`config.mk`:
```
export PLATFORM = sky130hd
export DESIGN_NAME = rf_window_seq_flat
export DESIGN_NICKNAME = d
export VERILOG_FILES = /design/src/rtl/rf_window_seq_if.sv /design/src/rtl/rf_window_seq.sv /design/src/flat_wrapper.sv
export SDC_FILE = /design/constraint.sdc
export NUM_CORES = 1
export LEC_CHECK = 0
export CORE_MARGIN = 2
export CORE_UTILIZATION = 30
export CTS_CLUSTER_SIZE = 14
export DETAILED_ROUTE_END_ITERATION = 16
export PLACE_DENSITY = 0.59
export RECOVER_POWER = 50
export SLEW_MARGIN = 20
export SYNTH_ARGS = -nofsm -noshare
export SYNTH_HDL_FRONTEND = slang
export SYNTH_SLANG_ARGS = --single-unit
```
`constraint.sdc`:
```
create_clock -name clk -period 1.9 [get_ports clk]
set_clock_uncertainty 0.2 [all_clocks]
set_input_delay 0.285 -clock clk [delete_from_list [all_inputs] [get_ports clk]]
set_output_delay 0.285 -clock clk [all_outputs]
set_load 0.01 [all_outputs]
```
`src/rtl/rf_window_seq_if.sv`:
```
// Sequencer bundle: start/busy/done control, pixel stream, register-file pins
// and the window handoff to the MAC.
interface rf_window_seq_if #(
  parameter int M = 4,
  parameter int W = 8
);
  logic         start;
  logic         busy;
  logic         done;
  logic         in_valid;
  logic [W-1:0] in_data;
  logic         in_ready;
  logic         rf_we;
  logic [M-1:0] rf_waddr;
  logic [W-1:0] rf_wdata;
  logic         rf_re;
  logic [M-1:0] rf_raddr1;
  logic [M-1:0] rf_raddr2;
  logic [M-1:0] rf_raddr3;
  logic         win_valid;
  logic [M-1:0] win_idx;
  logic         win_ready;

  modport master (
    input  start, in_valid, in_data, win_ready,
    output busy, done, in_ready, rf_we, rf_waddr, rf_wdata,
           rf_re, rf_raddr1, rf_raddr2, rf_raddr3, win_valid, win_idx
  );

  modport slave (
    output start, in_valid, in_data, win_ready,
    input  busy, done, in_ready, rf_we, rf_waddr, rf_wdata,
           rf_re, rf_raddr1, rf_raddr2, rf_raddr3, win_valid, win_idx
  );
endinterface

```
`src/rtl/rf_window_seq.sv`:
```
// Loads N pixels into the 3R/1W register file, then sweeps a 3-tap sliding
// window over them with a valid/ready handoff to the MAC.
//
// state | meaning
// IDLE  | waiting for start
// LOAD  | streaming pixels into the file, one write per accepted beat
// RUN   | issuing window reads; win_valid marks ReadData1..3 holding win_idx
// DONE  | sweep finished; done pulses on the second DONE cycle
module rf_window_seq #(
  parameter int M = 4,
  parameter int N = 15,
  parameter int W = 8
) (
  input logic clk,
  input logic rst,
  rf_window_seq_if.master bus
);
  typedef enum logic [1:0] {IDLE, LOAD, RUN, DONE} state_t;

  localparam logic [M-1:0] LastWr  = M'(N - 1);
  localparam logic [M-1:0] LastWin = M'(N - 3);

  state_t       state;
  logic [M-1:0] wrCnt;
  logic [M-1:0] rdCnt;
  logic [M-1:0] winIdx;
  logic         winValid;
  logic         doneReg;
  logic         wrBeat;
  logic         issue;
  logic         accept;

  assign wrBeat = (state == LOAD) && bus.in_valid;
  assign accept = winValid && bus.win_ready;
  // A stalled window blocks new reads so the file keeps ReadData stable.
  assign issue  = (state == RUN) && (rdCnt <= LastWin) && (!winValid || bus.win_ready);

  assign bus.busy      = (state != IDLE);
  assign bus.done      = doneReg;
  assign bus.in_ready  = (state == LOAD);
  assign bus.rf_we     = wrBeat;
  assign bus.rf_waddr  = wrBeat ? wrCnt : '0;
  assign bus.rf_wdata  = wrBeat ? bus.in_data : '0;
  assign bus.rf_re     = issue;
  assign bus.rf_raddr1 = issue ? rdCnt : '0;
  assign bus.rf_raddr2 = issue ? rdCnt + M'(1) : '0;
  assign bus.rf_raddr3 = issue ? rdCnt + M'(2) : '0;
  assign bus.win_valid = winValid;
  assign bus.win_idx   = winIdx;

  always_ff @(posedge clk) begin
    if (rst) begin
      state    <= IDLE;
      wrCnt    <= '0;
      rdCnt    <= '0;
      winValid <= 1'b0;
      winIdx   <= '0;
      doneReg  <= 1'b0;
    end else begin
      case (state)
        IDLE: begin
          if (bus.start) begin
            state <= LOAD;
            wrCnt <= '0;
            rdCnt <= '0;
          end
        end
        LOAD: begin
          if (wrBeat) begin
            if (wrCnt == LastWr) state <= RUN;
            else                 wrCnt <= wrCnt + M'(1);
          end
        end
        RUN: begin
          if (issue) begin
            rdCnt    <= rdCnt + M'(1);
            winValid <= 1'b1;
            winIdx   <= rdCnt;
          end else if (accept) begin
            winValid <= 1'b0;
            winIdx   <= '0;
          end
          if (accept && (winIdx == LastWin)) state <= DONE;
        end
        DONE: begin
          // done is registered here, so it lands one cycle after DONE entry
          if (doneReg) begin
            doneReg <= 1'b0;
            state   <= IDLE;
          end else begin
            doneReg <= 1'b1;
          end
        end
        default: state <= IDLE;
      endcase
    end
  end
endmodule

```
`src/flat_wrapper.sv`:
```
// flat-port wrapper written by rule: the top's interface ports become plain ports
module rf_window_seq_flat 
#(
  parameter int M = 4,
  parameter int N = 15,
  parameter int W = 8
)
  (clk, rst, bus_start, bus_in_valid, bus_in_data, bus_win_ready, bus_busy, bus_done, bus_in_ready, bus_rf_we, bus_rf_waddr, bus_rf_wdata, bus_rf_re, bus_rf_raddr1, bus_rf_raddr2, bus_rf_raddr3, bus_win_valid, bus_win_idx);
  rf_window_seq_if #(.M(M), .W(W)) bus_i ();
  input logic clk;
  input logic rst;
  input wire logic [$bits(bus_i.start)-1:0] bus_start;
  input wire logic [$bits(bus_i.in_valid)-1:0] bus_in_valid;
  input wire logic [$bits(bus_i.in_data)-1:0] bus_in_data;
  input wire logic [$bits(bus_i.win_ready)-1:0] bus_win_ready;
  output wire logic [$bits(bus_i.busy)-1:0] bus_busy;
  output wire logic [$bits(bus_i.done)-1:0] bus_done;
  output wire logic [$bits(bus_i.in_ready)-1:0] bus_in_ready;
  output wire logic [$bits(bus_i.rf_we)-1:0] bus_rf_we;
  output wire logic [$bits(bus_i.rf_waddr)-1:0] bus_rf_waddr;
  output wire logic [$bits(bus_i.rf_wdata)-1:0] bus_rf_wdata;
  output wire logic [$bits(bus_i.rf_re)-1:0] bus_rf_re;
  output wire logic [$bits(bus_i.rf_raddr1)-1:0] bus_rf_raddr1;
  output wire logic [$bits(bus_i.rf_raddr2)-1:0] bus_rf_raddr2;
  output wire logic [$bits(bus_i.rf_raddr3)-1:0] bus_rf_raddr3;
  output wire logic [$bits(bus_i.win_valid)-1:0] bus_win_valid;
  output wire logic [$bits(bus_i.win_idx)-1:0] bus_win_idx;
  assign bus_i.start = bus_start;
  assign bus_i.in_valid = bus_in_valid;
  assign bus_i.in_data = bus_in_data;
  assign bus_i.win_ready = bus_win_ready;
  assign bus_busy = bus_i.busy;
  assign bus_done = bus_i.done;
  assign bus_in_ready = bus_i.in_ready;
  assign bus_rf_we = bus_i.rf_we;
  assign bus_rf_waddr = bus_i.rf_waddr;
  assign bus_rf_wdata = bus_i.rf_wdata;
  assign bus_rf_re = bus_i.rf_re;
  assign bus_rf_raddr1 = bus_i.rf_raddr1;
  assign bus_rf_raddr2 = bus_i.rf_raddr2;
  assign bus_rf_raddr3 = bus_i.rf_raddr3;
  assign bus_win_valid = bus_i.win_valid;
  assign bus_win_idx = bus_i.win_idx;
  rf_window_seq #(.M(M), .N(N), .W(W)) u_core (.clk(clk), .rst(rst), .bus(bus_i));
endmodule
```
==> metrics.cfg, run 1 <==
[worst_setup_path]
worst_path_max_delay_cell=dfxtp_2
reg2reg_to=u_core.wrCnt[3]$_SDFFE_PP0P_
cp-start-kind=flip-flop
end_kind=output port
worstSetupStartpoint=u_core.rdCnt[0]$_SDFFE_PP0P_
cp_data_arrival_time_ps=1470
cp.depth=8
reg2regPathDepth=7
reg2reg_setup_slack_ps=20
worst_path_largest_cell_delay_ps=330
cp.buffers_inverters=4
cp_common_cell=buf_6
crit_chain=inv_2, ha_4, nand3b_4, nand3_4, inv_4, buf_6, and2_4, buf_6
path_class=reg2out
r2r_start=u_core.state[0]$_SDFFE_PP0P_
path_max_fanout=5
required_ps=1410
worst_path_dominant_cell_family=simple AND/OR/NAND/NOR gates
crit_end=bus_rf_raddr2[1]

[route]
drt-vias-per-instance=4.978
drt_iter0_drc=51
post-route-drc-count=0
first_pass_iters=4
antenna_left=0
routed_wl_um=3947
via_count=1339
wl_per_cell_um=14.67

[timing]
min_period_ps=1951
max_clock_freq_ghz=0.5125
tightest_slew_ps=439.8
setup_viol=2
hold_viol=0
relSlewSlack_pct=69.84
rsz0062_at_grt=yes
fin_crit_sh_pct=102.7
worst_slack_ps=-51.14
final-max-slew-violation-count=0

[layout]
final_cells=269
syn_to_final_growth_pct=75.43
diodes=0
drive_gt1_share_pct=45.25
nNetsFinal=246

[die]
ios=47
dieArea_mm2=0.004420
fp.dieH_um=66.48
die_w_um=66.48
initial_core_util_pct=31.52
std_cell_rows=22
core_mm2=0.003716

[synthesis]
synth-seq-area-share_pct=27.35
ys_ff_latch=16
synth_cell_types=39
syn_avg_cell_area_um2=8.190
yosys_warnings=0
syn_inst=143
yosys_most_used_dff=dfxtp_1
synth_area_mm2=0.001171
synth-edff-count=0
async_reset_ff_share_pct=0
syn_nets=166

[clocking]
cts.sinks=16
cts-root-buf=clkbuf_8
clockBufferDepth=2
cts_made_buffers=3
cts_tree=built
clkSlewWorstSetupHoldPaths_ps=60
htree_levels=1
clock_latency_ps=250

[global_route]
grt_pass1_wl_um=6037
overflow=0
grtUsageTotal_pct=17.59
grt_max_degree=14
antenna_found_initial=0
grt_pass1_vias=1309

[power]
p_leak_uw=0.0009604
irDropWorstVdd_uv=621.4
p_per_area_mw_per_mm2=972.2
total_power_uw=1997

[run_status]
status=finished, violations left
violations=setup timing

[place]
placed_cells=258
io_buffer_count=46
place.gp.congestion=0.8070
dp_hpwl_um=2798

[hold_path]
hold_class=reg2reg
worstHoldPathCells=2

[job]
drv_cap=0

layer usage:
layer	up-vias	wire [um]	track usage, %	part of all wire (%)
met1	643	1683	20.62	43
met2	20	2128	33.00	54
met4	0	59	6.888	1.5
met3	5	76	1.014	1.9
met5	-	0	0	0
li1	671	-	-	-
per-stage QoR:
| stage | hold WS (ps) | cell area, um^2 | setup WS (ps) | setup TNS, ps | util [%] |
|---|---|---|---|---|---|
| 6_report | 289.7 | 2054 | -51.14 | -76.30 | 55.29 |
| 5_1_grt | 337.9 | 2054 | -86.47 | -594.8 | 55.29 |
| 4_1_cts | 294.3 | 2013 | -89.66 | -139.2 | 54.18 |
| 3_5_place_dp | 284.4 | 1891 | -489.5 | -8243 | 50.88 |
| 3_3_place_gp | 281.7 | 1891 | -433.9 | -7325 | 50.88 |
| 2_1_floorplan | 275.4 | 1181 | 92.41 | 0 | - |
area by class of cell:
cell class                 instances  area, um^2
clock buffer                       3       41.29
tap                               48       60.06
multi-input combinational        111       922.1
fill                             362        1662
inverter                           7       28.78
timing repair buffer              84       671.9
sequential                        16       330.3
state kept, by name, summed over array words and instances (netlist names):
register,count
u_core.wrCnt,4
u_core.rdCnt,4
u_core.bus.done,1
u_core.bus.win_valid,1
u_core.state,2
u_core.bus.win_idx,4
cell families after synthesis:
group	count (synthesis)	share of synthesized area (%)
mux	3	2.564
simple gates	65	32.27
xor+xnor	3	2.244
flops	16	27.35
fa+ha+maj	10	10.68
buf+inv	17	7.050
compound gates	29	17.84
cells in the mapped netlist, drive strengths merged, types with 4 or more instances:
cell,count,area (um^2)
a22oi,5,37.54
nor2,15,58.81
ha,10,125.1
inv,7,26.27
o21ai,4,20.02
and3,13,81.33
dfxtp,16,320.3
clkbuf,4,15.01
nand2b,9,56.30
buf,6,41.28
nand3,4,32.53
and2,6,37.54
nand2,6,22.52
worst register-to-register path: stages (launching register included):
cell,delay [ps]
dfxtp_2,330
inv_1,110
buf_4,150
ha_4,180
buf_4,110
mux2i_1,140
or4b_1,540
nand2_1,70
cells in the final DEF, fill, tap and decap left out, types with 2 or more instances in the layout:
cell,n
a21oi_1,3
a22oi_1,5
a31oi_1,2
a41oi_1,3
and2_1,3
and2_4,3
and3_1,12
buf_2,14
buf_4,31
buf_6,7
clkbuf_2,10
clkbuf_8,3
clkdlybuf4s50_1,12
dfxtp_1,10
dfxtp_2,5
dlygate4sd3_1,6
ha_1,4
ha_4,5
inv_1,3
inv_2,3
mux2i_1,3
nand2_1,6
nand2b_1,6
nand2b_4,3
nand3_1,2
nand3_4,2
nand4_1,3
nor2_1,11
nor2_2,3
nor2b_1,3
o211ai_1,3
o21ai_0,2
o21ai_1,2
o31ai_1,3
o32ai_1,2
or3_1,2
what timing repair did:
item / CTS / global route
gates cloned: 2 / 0
resized for setup: 116 / 30
hold buffers: 0 / 0
endpoints found under the hold margin: 0 / 0
pin swaps: 6 / 8
buffers inserted: 4 / 2
endpoints found under the setup margin: 30 / 28
power breakdown:
part | internal, uW | switching (uW)
Sequential | 379 | 35.6
Clock | 141 | 121
Combinational | 684 | 637
worst min path at each step:
stage                            startpoint                           end  slack [ps]
2_1_floorplan  u_core.wrCnt[3]$_SDFFE_PP0P_  u_core.wrCnt[3]$_SDFFE_PP0P_         280
3_3_place_gp   u_core.bus.done$_SDFFE_PP0N_  u_core.bus.done$_SDFFE_PP0N_         280
3_5_place_dp   u_core.bus.done$_SDFFE_PP0N_  u_core.bus.done$_SDFFE_PP0N_         280
4_1_cts        u_core.bus.done$_SDFFE_PP0N_  u_core.bus.done$_SDFFE_PP0N_         290
5_1_grt        u_core.bus.done$_SDFFE_PP0N_  u_core.bus.done$_SDFFE_PP0N_         340
6_report       u_core.bus.done$_SDFFE_PP0N_  u_core.bus.done$_SDFFE_PP0N_         290
Power figures use the tool's default switching activity.
==> run 2, diff against run 1 <==
--- a/config.mk
+++ b/config.mk
@@ -5,6 +5,7 @@
 export SDC_FILE = /design/constraint.sdc
 export NUM_CORES = 1
 export LEC_CHECK = 0
+export ABC_AREA = 1
 export CORE_MARGIN = 2
 export CORE_UTILIZATION = 30
 export CTS_CLUSTER_SIZE = 14
==> run 2 against run 1 <==
Combinational power increased by 9.8%. Non-clock buffer count decreased by 4. The run now ends clean. Flip-flop and latch count unchanged. Sequential power up 15%. Die area rose by 1.4%. Cell count up 17%. Clock-buffer cell count rose by 1. Fmax increased by 3.0%. Total power grew 12%.
==> metrics.cfg, run 2 <==
[layout]
multi_input_area_um2=800.8  ; -13%
drive_gt1_share_pct=37.22  ; -8.0 points
diodes=0  ; unchanged
stdcell_area_mm2=0.002042  ; -0.61%
nNetsFinal=290  ; +18%
final_common_cell=nor2_1
syn_to_final_growth_pct=71.79
final_cell_mix=nor2_1 (37), inv_1 (34), nand2_1 (29)
regArea_um2=324.1  ; -1.9%
nFillCells=399  ; +10%

[die]
initial_core_util_pct=31.75  ; +0.24 points
fp.dieH_um=66.95  ; +0.70%
die_w_um=66.95  ; +0.70%
ios=47  ; unchanged
std_cell_rows=22  ; unchanged
core_mm2=0.003744  ; +0.74%
dieArea_mm2=0.004482  ; +1.4%

[synthesis]
ys_ff_latch=16  ; unchanged
synth.most_common_cell=nor2_1
yosys.area.top_type=dfxtp_1
yosys_most_used_dff=dfxtp_1
synth_common_cells=nor2_1 (44), inv_1 (38), nand2_1 (32)
synth_cell_types=26  ; -33%
syn_inst=186  ; +30%
async_reset_ff_share_pct=0  ; unchanged
synth-seq-area-share_pct=26.95  ; -0.40 points
netlist_top_cells_area=dfxtp_1 (27%), nor2_1 (14%), inv_1 (12%)
synth_area_mm2=0.001189  ; +1.5%
yosys_warnings=0  ; unchanged
syn_avg_cell_area_um2=6.391  ; -22%
yosys.area.top_type_share_pct=26.95  ; -0.40 points
syn_nets=209  ; +26%
synth-edff-count=0  ; unchanged

[route]
antenna_left=0  ; unchanged
drt_iter0_drc=23  ; -55%
wl_per_cell_um=10.27  ; -30%
first_pass_iters=4  ; unchanged
via_count=1322  ; -1.3%
drt-vias-per-instance=4.210  ; -15%
post-route-drc-count=0  ; unchanged
routed_wl_um=3226  ; -18%

[global_route]
antenna_found_initial=0  ; unchanged
grt_pass1_vias=1185  ; -9.5%
overflow=0  ; unchanged
grtUsageTotal_pct=14.42  ; -3.2 points
grt_max_degree=14  ; unchanged
grt_pass1_wl_um=5030  ; -17%

[place]
io_buffer_count=46  ; unchanged
dpl_cell_area_mm2=0.001879  ; -0.60%
dp_hpwl_um=2325  ; -17%
place_ws_ps=-434.1  ; +55.47 ps
place.gp.congestion=0.7850  ; -2.7%

[hold_path]
holdPathEnd=u_core.rdCnt[1]$_SDFFE_PP0P_
min_from=u_core.rdCnt[1]$_SDFFE_PP0P_
worstHoldPathCells=2  ; unchanged
hold_class=reg2reg

[clocking]
clock_latency_ps=250  ; about the same
clkSlewWorstSetupHoldPaths_ps=70  ; about the same
htree_levels=1  ; unchanged
cts.sinks=16  ; unchanged
holdBufCountCts=0  ; unchanged
clockBufferDepth=2  ; unchanged
cts_tree=built
cts_made_buffers=3  ; unchanged
cts-root-buf=clkbuf_8

[worst_setup_path]
path_max_fanout=5  ; unchanged
required_ps=1410  ; about the same
reg2regPathDepth=11  ; +4
cp-start-kind=flip-flop
path_class=reg2out
end_kind=output port
reg2reg_setup_slack_ps=160  ; +140 ps
r2r_start=u_core.state[1]$_SDFFE_PP0P_
cp_data_arrival_time_ps=1410  ; -60 ps
reg2reg_to=u_core.wrCnt[3]$_SDFFE_PP0P_

[power]
p_leak_uw=0.001046  ; +8.9%
total_power_uw=2232  ; +12%
irDropWorstVdd_uv=551.9  ; -11%
p_per_area_mw_per_mm2=1093  ; +12%

[timing]
max_clock_freq_ghz=0.5277  ; +3.0%
worst_slack_ps=5.084  ; +56.22 ps
relSlewSlack_pct=78.08  ; +8.2 points
whs_ps=293.6  ; +3.899 ps
fin_crit_sh_pct=99.73  ; -3.0 points
hold_viol=0  ; unchanged
setup_viol=0  ; -2
min_period_ps=1895  ; -56.22 ps
rsz0062_at_grt=yes
tightest_slew_ps=326.8  ; -113.0 ps
final-max-slew-violation-count=0  ; unchanged

[run_status]
status=completed

[job]
drv_cap=0  ; unchanged

run 2: cell count changes in the layout (fill, tap and decap cells not counted), sizes merged, moves of 5 or more:
cell / delta
nand2b: -9
nand3: +8
and2: -6
and3: -13
a22oi: -5
inv: +32
clkdlybuf4s50: +5
a21oi: +5
dlygate4sd3: -6
nand2: +31
nor2: +31
run 2: cell families (layout without fill, tap and decap cells):
family / Yosys count / in the layout / synth area share [%]
flip-flops: 16 / 16 / 26.95
buffers and inverters: 44 / 124 / 15.79
adder cells (fa/ha/maj): 10 / 10 / 10.53
AND/OR/NAND/NOR: 102 / 102 / 39.26
AO/OA/AOI/OAI: 12 / 12 / 5.999
XOR/XNOR: 2 / 2 / 1.474
run 2: metal layers:
metal	GRT usage (%)	wire length (um)	vias up	part of all wire, %
met3	4.223	196	4	6.1
met4	1.786	19	0	0.59
met2	24.13	1556	30	48
met5	0	0	-	0
met1	18.76	1452	574	45
li1	-	-	714	-
run 2: through the flow:
stage	setup TNS, ps	utilization, %	instances
after global placement	-6816	50.20	302
after CTS	-136.4	52.84	314
after detailed placement	-6943	50.20	302
final	0	54.55	314
after floorplan	0	-	186
after global routing	-440.5	54.55	314
run 2: area by class of cell:
cell class	instances	area share (%)
clock buffers	4	2.696
inverters	40	7.475
multi-input cells	126	39.22
flip-flops and latches	16	15.87
well taps	48	2.941
repair buffers	80	31.80
run 2: timing repair:
| item | CTS | global route |
|---|---|---|
| buffers inserted | 8 | 0 |
| gates resized for setup | 102 | 40 |
| cloned | 0 | 1 |
| pin swaps | 1 | 5 |
| endpoints found under the setup margin | 28 | 29 |
run 2: worst max path at each step:
stage / startpoint / endpoint / slack [ps] / cells past startpoint
2_1_floorplan: u_core.state[1]$_SDFFE_PP0P_ / bus_rf_waddr[0] / 170 / 5
3_3_place_gp: bus_win_ready / bus_rf_raddr3[0] / -380 / 6
3_5_place_dp: bus_win_ready / bus_rf_raddr3[0] / -430 / 6
4_1_cts: u_core.rdCnt[1]$_SDFFE_PP0P_ / bus_rf_raddr2[2] / -40 / 9
5_1_grt: u_core.rdCnt[1]$_SDFFE_PP0P_ / bus_rf_raddr3[1] / -90 / 9
6_report: u_core.rdCnt[1]$_SDFFE_PP0P_ / bus_rf_raddr3[1] / 5 / 9
run 2: critical path: stages (launching register included):
cell and delay (ps):
dfxtp_2 330, inv_2 70, ha_4 120, inv_2 40, nand3_4 60, nand3_4 80, buf_6 140, buf_6 110
nor2_1 70, buf_2 130
run 2: where the power goes:
| group | switching (uW) | internal, uW | total, uW |
|---|---|---|---|
| clock network | 122 | 184 | 306 |
| registers | 63.8 | 411 | 475 |
| logic | 760 | 692 | 1450 |
| total | 946 | 1290 | 2230 |
